--- config.mk ---
export PLATFORM = sky130hd
export DESIGN_NAME = if_stage
export DESIGN_NICKNAME = d
export VERILOG_FILES = /design/src/rtl/if_stage.sv
export SDC_FILE = /design/constraint.sdc
export NUM_CORES = 1
export LEC_CHECK = 0
export BUFFER_PORTS_ARGS = -buffer_cell sky130_fd_sc_hd__buf_4
export CORE_MARGIN = 4
export CORE_UTILIZATION = 40
export DETAILED_ROUTE_END_ITERATION = 6
export HOLD_SLACK_MARGIN = 0.15
export SLEW_MARGIN = 20
export SYNTH_ARGS = -nofsm -noshare
export SYNTH_HDL_FRONTEND = slang
export SYNTH_SLANG_ARGS = --single-unit
--- constraint.sdc ---
create_clock -name clk -period 4.19 [get_ports clk]
set_clock_uncertainty 0.1 [all_clocks]
set_input_delay 0.419 -clock clk [delete_from_list [all_inputs] [get_ports clk]]
set_output_delay 0.419 -clock clk [all_outputs]
set_load 0.1 [all_outputs]
--- src/rtl/if_stage.sv ---
// Instruction-fetch stage with IF/ID pipeline register.
// Owns the PC and issues word fetches over a req/ready handshake. A
// one-entry skid buffer catches a word that returns while decode is
// stalled. Redirects and exceptions flush IF/ID. A request that is still
// in flight when the PC is redirected is drained and its data is dropped.
module if_stage #(
  parameter logic [31:0] RESET_PC    = 32'h0000_0000,
  parameter logic [31:0] EXCP_VECTOR = 32'h0000_0180
) (
  input  logic        clk,
  input  logic        reset,
  output logic        imem_req,
  output logic [31:0] imem_addr,
  input  logic        imem_ready,
  input  logic [31:0] imem_rdata,
  input  logic        stall,
  input  logic        redirect_valid,
  input  logic [31:0] redirect_pc,
  input  logic        excp,
  output logic [31:0] epc,
  output logic        if_id_valid,
  output logic [31:0] if_id_instr,
  output logic [31:0] if_id_pc4,
  output logic [5:0]  opCode,
  output logic [5:0]  funct
);

  typedef enum logic [1:0] {
    FETCH = 2'd0,  // normal fetching
    HOLD  = 2'd1,  // skid buffer full, waiting for stall to drop
    DRAIN = 2'd2   // discard one stale response after a redirect
  } state_t;

  state_t      state_q, state_d;
  logic [31:0] pc_q, pc_d;
  logic [31:0] addr_q, addr_d;
  logic        outstanding_q, outstanding_d;
  logic        if_id_valid_q, if_id_valid_d;
  logic [31:0] if_id_instr_q, if_id_instr_d;
  logic [31:0] if_id_pc4_q, if_id_pc4_d;
  logic [31:0] epc_q, epc_d;
  logic [31:0] skid_instr_q, skid_instr_d;
  logic [31:0] skid_pc4_q, skid_pc4_d;

  logic [31:0] fetch_pc4;
  logic        pending;

  // Request side: an accepted-but-unanswered request keeps its address stable.
  always_comb begin
    imem_addr = outstanding_q ? addr_q : pc_q;
    imem_req  = !reset &&
                (((state_q == FETCH) && (!stall || outstanding_q)) ||
                 (state_q == DRAIN));
    fetch_pc4 = imem_addr + 32'd4;
    // A request is still in flight after this edge.
    pending   = imem_req && !imem_ready;
  end

  // Next-state logic: redirects (exception first) win over normal fetch flow.
  always_comb begin
    state_d       = state_q;
    pc_d          = pc_q;
    addr_d        = addr_q;
    outstanding_d = outstanding_q;
    if_id_valid_d = if_id_valid_q;
    if_id_instr_d = if_id_instr_q;
    if_id_pc4_d   = if_id_pc4_q;
    epc_d         = epc_q;
    skid_instr_d  = skid_instr_q;
    skid_pc4_d    = skid_pc4_q;

    // Handshake bookkeeping is independent of what happens to the data.
    if (imem_ready) begin
      outstanding_d = 1'b0;
    end else if (imem_req) begin
      outstanding_d = 1'b1;
      if (!outstanding_q) begin
        addr_d = pc_q;
      end
    end

    if (excp || redirect_valid) begin
      if (excp) begin
        epc_d = if_id_pc4_q - 32'd4;
        pc_d  = EXCP_VECTOR;
      end else begin
        pc_d  = {redirect_pc[31:2], 2'b00};
      end
      if_id_valid_d = 1'b0;
      if_id_instr_d = 32'h0;
      skid_instr_d  = 32'h0;
      skid_pc4_d    = 32'h0;
      state_d       = pending ? DRAIN : FETCH;
    end else begin
      case (state_q)
        FETCH: begin
          if (imem_ready) begin
            pc_d = fetch_pc4;
            if (!stall) begin
              if_id_valid_d = 1'b1;
              if_id_instr_d = imem_rdata;
              if_id_pc4_d   = fetch_pc4;
            end else begin
              skid_instr_d = imem_rdata;
              skid_pc4_d   = fetch_pc4;
              state_d      = HOLD;
            end
          end else if (!stall) begin
            if_id_valid_d = 1'b0;
            if_id_instr_d = 32'h0;
          end
        end
        HOLD: begin
          if (!stall) begin
            if_id_valid_d = 1'b1;
            if_id_instr_d = skid_instr_q;
            if_id_pc4_d   = skid_pc4_q;
            state_d       = FETCH;
          end
        end
        DRAIN: begin
          if (imem_ready) begin
            state_d = FETCH;
          end
        end
        default: begin
          state_d = FETCH;
        end
      endcase
    end
  end

  // State registers with synchronous reset.
  always_ff @(posedge clk) begin
    if (reset) begin
      state_q       <= FETCH;
      pc_q          <= RESET_PC;
      addr_q        <= 32'h0;
      outstanding_q <= 1'b0;
      if_id_valid_q <= 1'b0;
      if_id_instr_q <= 32'h0;
      if_id_pc4_q   <= 32'h0;
      epc_q         <= 32'h0;
      skid_instr_q  <= 32'h0;
      skid_pc4_q    <= 32'h0;
    end else begin
      state_q       <= state_d;
      pc_q          <= pc_d;
      addr_q        <= addr_d;
      outstanding_q <= outstanding_d;
      if_id_valid_q <= if_id_valid_d;
      if_id_instr_q <= if_id_instr_d;
      if_id_pc4_q   <= if_id_pc4_d;
      epc_q         <= epc_d;
      skid_instr_q  <= skid_instr_d;
      skid_pc4_q    <= skid_pc4_d;
    end
  end

  // Decode-facing outputs; opCode/funct read as a nop when IF/ID is empty.
  always_comb begin
    epc         = epc_q;
    if_id_valid = if_id_valid_q;
    if_id_instr = if_id_instr_q;
    if_id_pc4   = if_id_pc4_q;
    opCode      = if_id_instr_q[31:26];
    funct       = if_id_instr_q[5:0];
  end

endmodule

Word-level counts from Yosys, hierarchy flattened
Cells that the tools add are included.
W data, S select, Z words.
- register bits: 228
- latch bits: 0
- bits in writable memories: 0
- bits in read-only memories: 0
- input bits: 70
- output and inout port bits: 142
- word-level logic and storage cells: 72
- memories kept: 0
- add/subtract/negate cells: 2
- $mul: 0
- divide/modulo/power cells: 0
- $lt $le $gt $ge: 0
- equality and inequality tests: 10
- shift operators: 0
- multiplexer cells: 25
- bitwise gates (word level): 2
- reductions and logical operators: 23
- operators by type and width (cell ; count):
    $mux W32 ; 12
    $pmux W32 S2 ; 2
    $add A32 B3 Y32 const B ; 1
    $sub A32 B3 Y32 const B ; 1
    $mux W2 ; 6
    $ne A3 B2 Y1 const B ; 3
    $reduce_and A2 Y1 ; 4
    $ne A2 B2 Y1 const B ; 3
    $ne A3 B3 Y1 const B ; 2
    $pmux W2 S3 ; 1
    $reduce_and A3 Y1 ; 2
    $reduce_bool A2 Y1 ; 3
    $reduce_and A5 Y1 ; 1
    $reduce_and A4 Y1 ; 1
    $reduce_or A2 Y1 ; 2
    $logic_and A1 B1 Y1 ; 3
    $logic_not A1 Y1 ; 3
    $logic_or A1 B1 Y1 ; 3
    $mux W1 ; 3
    $eq A2 B1 Y1 const B ; 1
    $eq A2 B2 Y1 const B ; 1
    $logic_not A2 Y1 ; 1
    $not A1 Y1 ; 2
    $pmux W1 S2 ; 1

Logic depth before layout (Yosys ltp)
Gate-level depths: netlist (run 1).
- depth in word-level cells: 8
- mapped depth: 14
- mapped depth without buffers: 9

Least setup slack after synthesis (run 1)
Ideal clock, no wire load.
- path kind: reg-to-reg
- from: register outstanding_q
- to: register if_id_pc4_q[22] (netlist: if_id_pc4[22])
- data arrival time: 4.060 ns
- setup slack: -0.101 ns
- stages on the path, launching flop included: 15
- buffers on the path: 5
- cell sequence: dfxtp_1 buf_6 buf_2 buf_2 buf_2 buf_1 mux2i_1 inv_1 ha_1 nand4_1 a22oi_1 nand4_1 or3_1 a31oi_1 a21oi_1
- longest elaborated chain between the ends: 5
- ends and longest elaborated chain (what ; RTL line ; text):
    start: declaration ; 37 ; logic outstanding_q, outstanding_d;
    start signal: assignment ; 150 ; outstanding_q <= outstanding_d;
    $mux W32 ; n/a ;
    via imem_addr[2] ; 13 ; output logic [31:0] imem_addr,
    $add A32 B3 Y32 ; 54 ; fetch_pc4 = imem_addr + 32'd4;
    $mux W32 ; 99 ; if (!stall) begin
    $mux W32 ; 97 ; if (imem_ready) begin
    $pmux W32 S2 ; 95 ; case (state_q)
    end signal: assignment ; 153 ; if_id_pc4_q <= if_id_pc4_d;
    end: declaration ; 40 ; logic [31:0] if_id_pc4_q, if_id_pc4_d;
The timed path passes the listed nets, and every way through them passes these cells. The select of a mux whose other input is x is not followed.
A chain may end at the register's enable or synchronous reset.

Final worst setup path (run 1)
- from: register outstanding_q
- to: register pc_q[18]
- longest elaborated chain between the ends: 5
- ends and longest elaborated chain (what ; RTL line ; text):
    $mux W32 ; n/a ;
    $add A32 B3 Y32 ; 54 ;
    $mux W32 ; 97 ;
    $mux W32 ; 95 ;
    $mux W32 ; 82 ; if (excp || redirect_valid) begin
    end signal: assignment ; 148 ; pc_q <= pc_d;
    end: declaration ; 35 ; logic [31:0] pc_q, pc_d;
No other way between the ends. The select of a mux whose other input is x is not followed.

==> results.txt, run 1 <==
status - finished, final reports clean
post-synthesis mux area share - 0.03542
total track usage - 0.2110
Multi-input gate area - 5157 µm²
commonest cells after routing, fill and taps aside - 227 x dfxtp_1, 227 x buf_4, 159 x nand2_1, 140 x a21oi_1, 114 x nor2_1
syn nets - 1,351
Post-Synth XOR/XNOR Area - 0.03977
number of placement rows - 58
routed via count - 9,860
Worst EP arrival - 3.92 ns
maximum VDD drop - 0.3053 mV
Mapped Cells - 1,279
ranking of synthesized cells by area - dfxtp_1 44%, a21oi_1 6.8%, nand2_1 5.8%
gr ovfl total - 0
Slew Limit Fails - 0
complex-gate fraction of the synthesized area - 0.2092
I/O Buffers - 209
Slew @ Worst Pin - 1.089 ns
routed wire length - 31,660 µm
final setup fails - 0
Post-DRT Antenna Nets - 0
Max-slew headroom - 0.2741
CTS buffer count - 26
Die ar. - 28,520 µm²
Post-synth ARST share - 0
Setup TNS - 0 ns
Critical Path RT - 4.55 ns
setup bufs post-CTS - 0
fraction of the mapped netlist area in simple logic gates - 0.2089
# clock sinks - 228
effective utilization at floorplan - 0.4087
via/cell ratio - 5.388
PostCTS Resize Cnt - 0
CTS H-tree depth - 1
antenna violations before repair - 0
Post-CTS Hold Buffers - 58
Ys Warns - 0
drt initial violations - 846
Chip Height - 168.9 µm
maximum clock rate - 0.2808 GHz
Hold WC Path Type - in2reg
adder-cell share of the synthesized area - 0.002418
Final HPWL DP - 20,880 µm
sequential cell area - 4566 µm²
layout net count - 1,555
routability-driven placement congestion ratio - 0.8699
Syn Area/Cell - 8.093 µm²
Area Overhead vs Synth - 29.90%
Synth top area share - 0.4410
#FFs+latches synth - 228
ant diodes - 0
Finished Layout Cells - 1,830
Ports - 212
clock-pin slew on the worst setup and hold paths - 0.06 ns
critical path endpoint category - flip-flop
Startpoint Class - flip-flop
clk_lat worst skew - 0.53 ns
synthesized area - 10,350 µm²
largest family of logic cells by synthesized area - compound AO/OA/AOI/OAI gates
post-synth top area cell - dfxtp_1
Final Cycle Share - 0.8498
Max FO, Critical Path - 33
# Max-Cap Violations - 0
CP Class - reg2reg
largest net degree at the start of global routing - 87
post-synthesis sequential area ratio - 0.4410
minimum clock period - 3.561 ns
first-pass GRT wire length - 49,840 µm
first-pass iteration count of the detailed router - 5
Chip Width - 168.9 µm
TritonCTS clock tree - built
prevailing post-synth register cell - dfxtp_1
DRC violations left - 0
PwrDens - 421.8 nW/µm²
vias in the first global route - 8,980
Root Driver - clkbuf_16
RSZ-0062 raised after global routing - no
placed cells - 1,727
Post-synth EDFFs - 0
share of cells above drive strength 1 - 0.1913
Leak Pwr - 0.005471 µW
Core ar. - 25,330 µm²
routed len/inst - 17.30 µm
fillcell total - 2,412
Clock Tree Buf Depth - 3
count of cell types in the netlist - 54
final hold vios - 0
## area by class of cell
class / count / share of cell area
clock buffer: 39 / 0.05732
inverter: 47 / 0.01340
sequential: 228 / 0.3395
clock inverter: 6 / 0.004094
timing repair buffer: 286 / 0.1714
multi-input combinational: 894 / 0.3836
tap: 330 / 0.03071
## Yosys cell counts, drive strengths merged, types with 6 or more instances
cell type and number:
a22oi 8, xor2 13, a21oi 140, o221ai 21, mux2i 31, nand4 11, or3 7, clkbuf 82
or4 7, inv 47, a31oi 12, nor2 117, and3 32, a211oi 65, nand2 160, dfxtp 228
a311oi 10, buf 28, xnor2 34, o21ai 82, nor4 6, nand3 51, and4 9, nand3b 15
nor3 12
## through the flow
| stage | hold WS [ns] | total power, µW | util | setup WS, ns | area (µm²) |
|---|---|---|---|---|---|
| 6_report | 0.1750 | 5672 | 0.5309 | 0.6293 | 13450 |
| 2_1_floorplan | 0.3167 | 3185 | - | 0.1491 | 10350 |
| 3_3_place_gp | 0.3252 | 3455 | 0.4754 | 0.7817 | 12040 |
| 3_5_place_dp | 0.3347 | 3463 | 0.4754 | 0.7290 | 12040 |
| 5_1_grt | 0.1954 | 5891 | 0.5309 | 0.3617 | 13450 |
| 4_1_cts | 0.1646 | 5708 | 0.5309 | 0.7286 | 13450 |
## registers in the layout, summed over array words and instances, names as in the netlist
| signal | flops |
|---|---|
| epc | 32 |
| outstanding_q | 1 |
| if_id_valid | 1 |
| state_q | 2 |
| if_id_pc4 | 32 |
| if_id_instr | 32 |
| skid_instr_q | 32 |
| pc_q | 32 |
| addr_q | 32 |
| skid_pc4_q | 32 |
## per-layer routing
layer  up-vias  wire [µm]  track usage  share of wire
li1       4938          -            -              -
met1      4589      15570       0.3217           0.49
met2       281      13690       0.3139           0.43
met3        52       1946      0.03199          0.061
met4         0        458      0.04728          0.014
met5         -          0            0              0
## path summary, 6_finish.rpt
kind	start	to	slack, ns	depth (start not counted)
worst max-delay path	outstanding_q$_SDFFE_PP0N_	pc_q[18]$_SDFFE_PP0P_	0.63	9
worst min-delay path	redirect_pc[5]	pc_q[5]$_SDFFE_PP0P_	0.18	5
worst max register to register	outstanding_q$_SDFFE_PP0N_	pc_q[18]$_SDFFE_PP0P_	0.63	9
worst min register to register	skid_pc4_q[27]$_SDFFE_PP0P_	skid_pc4_q[27]$_SDFFE_PP0P_	0.34	2
## where the power goes
group | internal (µW) | switching, µW
sequential | 2240 | 64.4
combinational | 320 | 834
clock | 1320 | 889
## worst max-delay path: stages, from the launching register on
cell and delay (ns):
dfxtp_2 0.82, mux2i_1 0.37, clkinvlp_4 0.16, ha_1 0.24
nand4b_1 0.16, a22oi_1 0.49, nand4_1 0.36, xnor2_1 0.55
inv_1 0.09, a21oi_1 0.15
## kinds of logic (layout without fill, tap and decap cells)
group                    after synthesis  count (layout)
XOR/XNOR                              47              47
multiplexers                          36              36
AO/OA/AOI/OAI                        357             357
flip-flops                           228             228
AND/OR/NAND/NOR                      452             452
buffers and inverters                157             378
adder cells (fa/ha/maj)                2               2
(Power assumes the default switching activity.)
==> run 2: changes to the inputs <==
clock period = 3.2 ns   (was 4.19 ns; I/O delays follow)
==> results.txt, run 2 (synthesis results as in run 1) <==
Worst EP arrival - 3.22 ns (-0.70 ns)
Chip Height - 168.9 µm (unchanged)
drt initial violations - 800 (-5.4%)
Logic pwr share - 0.206 (+0.003)
final std cell area, no fill - 13,720 µm² (+2.1%)
number of placement rows - 58 (unchanged)
RSZ-0062 raised after global routing - no
clock-pin slew on the worst setup and hold paths - 0.06 ns (about the same)
Final HPWL DP - 21,550 µm (+3.2%)
routed wire length - 32,130 µm (+1.5%)
final setup fails - 0 (unchanged)
TritonCTS clock tree - built
CP Class - reg2reg
# Max-Cap Violations - 0 (unchanged)
vias in the first global route - 9,033 (+0.59%)
Post-DRT Antenna Nets - 0 (unchanged)
I/O Buffers - 209 (unchanged)
dpl ws - 0.1261 ns (-0.6029 ns)
Ports - 212 (unchanged)
CTS buffer count - 26 (unchanged)
Critical Path RT - 3.51 ns (-1.04 ns)
Max FO, Critical Path - 22 (-33%)
minimum clock period - 2.914 ns (-0.6470 ns)
post-layout util - 0.5419 (+0.01097)
Core ar. - 25,330 µm² (unchanged)
Slew @ Worst Pin - 1.076 ns (-0.01252 ns)
Clock Tree Buf Depth - 3 (unchanged)
antenna violations before repair - 0 (unchanged)
effective utilization at floorplan - 0.4087 (unchanged)
routed len/inst - 17.29 µm (about the same)
kind of cell adding the most delay to the critical path - simple AND/OR/NAND/NOR gates
commonest cells after routing, fill and taps aside - 243 x buf_4, 227 x dfxtp_1, 159 x nand2_1, 140 x a21oi_1, 115 x nor2_1
Die ar. - 28,520 µm² (unchanged)
Final Cycle Share - 0.9105 (+0.06073)
clock power share - 0.392 (+0.002)
critical path endpoint category - flip-flop
Sw Share - 0.3135 (-0.001669)
# clock sinks - 228 (unchanged)
Area Overhead vs Synth - 32.59%
Cell Chain, Critical Path - buf_12, nand4b_1, a222oi_1, nand3_2, or4_1, and2_1, o311a_1
share of cells above drive strength 1 - 0.2016 (+0.01024)
sw power - 2353 µW (+32%)
Slew Limit Fails - 0 (unchanged)
Chip Width - 168.9 µm (unchanged)
CTS H-tree depth - 1 (unchanged)
layout net count - 1,580 (+1.6%)
via/cell ratio - 5.371 (-0.31%)
Max-slew headroom - 0.2825 (+0.008349)
Setup TNS - 0 ns (unchanged)
Hold Worst Slack - 0.2948 ns (+0.1198 ns)
first-pass iteration count of the detailed router - 7 (+2)
maximum clock rate - 0.3432 GHz (+22%)
routability-driven placement congestion ratio - 0.8804 (+1.2%)
PwrDens - 546.9 nW/µm² (+30%)
slowest CP cell - or4_1
commonest non-fill, non-tap cell in the layout - buf_4
DRC violations left - 0 (unchanged)
clk_lat worst skew - 0.53 ns (about the same)
Root Driver - clkbuf_16
total track usage - 0.2135 (+0.002507)
status - finished, final reports clean
worst stage delay on the critical path - 0.54 ns (-0.28 ns)
final hold vios - 0 (unchanged)
Startpoint Class - flip-flop
gr ovfl total - 0 (unchanged)
ant diodes - 0 (unchanged)
Post-DP Area - 12,200 µm² (+1.4%)
CP Buf/Inv Count - 1 (-1)
routed via count - 9,980 (+1.2%)
largest net degree at the start of global routing - 67 (-23%)
internal power - 5153 µW (+33%)
Leak Pwr - 0.005601 µW (+2.4%)
first-pass GRT wire length - 50,550 µm (+1.4%)
Hold WC Path Type - in2reg
sequential power share - 0.402 (-0.005)
maximum VDD drop - 0.3818 mV (+25%)
Final WS setup - 0.2863 ns (-0.3430 ns)
## run 2: cell count changes in the layout (fill, tap and decap cells not counted), sizes merged
cell	previous run	this run
inv	46	45
clkinv	5	4
buf	228	245
dlygate4sd3	58	66
clkbuf	39	45
bufinv	1	0
## run 2: metrics by stage
step	power, µW	cells
global route	7772	1858
finish	7506	1858
global placement	4547	1743
CTS	7566	1858
detailed placement	4560	1744
floorplan	4183	1279
## run 2: final cells by class
cell class	count	area [µm²]
fillers	2402	11600
multi-input cells	894	5189
flip-flops and latches	228	4568
repair buffers	311	2516
clock buffers	45	843.3
well taps	330	412.9
inverters	47	180.2
clock inverters	3	15.01
## run 2: path summary, 6_finish.rpt
path,startpoint,endpoint,slack (ns),depth (start not counted)
worst max-delay path,outstanding_q$_SDFFE_PP0N_,pc_q[29]$_SDFFE_PP0P_,0.29,7
worst min-delay path,reset,outstanding_q$_SDFFE_PP0N_,0.29,4
worst max register to register,outstanding_q$_SDFFE_PP0N_,pc_q[29]$_SDFFE_PP0P_,0.29,7
worst min register to register,skid_pc4_q[30]$_SDFFE_PP0P_,skid_pc4_q[30]$_SDFFE_PP0P_,0.35,2
## run 2: worst min-delay path, stage by stage
cell and delay, ns:
buf_4 0.12, clkinv_1 0.11, o211ai_1 0.18, a21oi_1 0.15
## run 2: per-layer routing
metal	GRT usage	routed length (µm)	part of all wire	up-vias
met4	0.04305	553	0.017	0
li1	-	-	-	4984
met5	0	0	0	-
met3	0.03667	2159	0.067	43
met1	0.3237	15430	0.48	4651
met2	0.3195	13990	0.44	302
## run 2: timing repair
action | CTS | global route
buffers inserted | 0 | 0
gates resized for setup | 0 | 1
hold endpoints to repair | 64 | 0
hold buffers | 66 | 0
setup endpoints to repair | 0 | 3
## run 2: power by group through the flow
stage	combinational, µW	clock [µW]	sequential, µW
finish	1540	2940	3020
global route	1640	3100	3030
global placement	1470	0	3080
CTS	1550	3000	3020
detailed placement	1480	0	3080
floorplan	707	0	3480
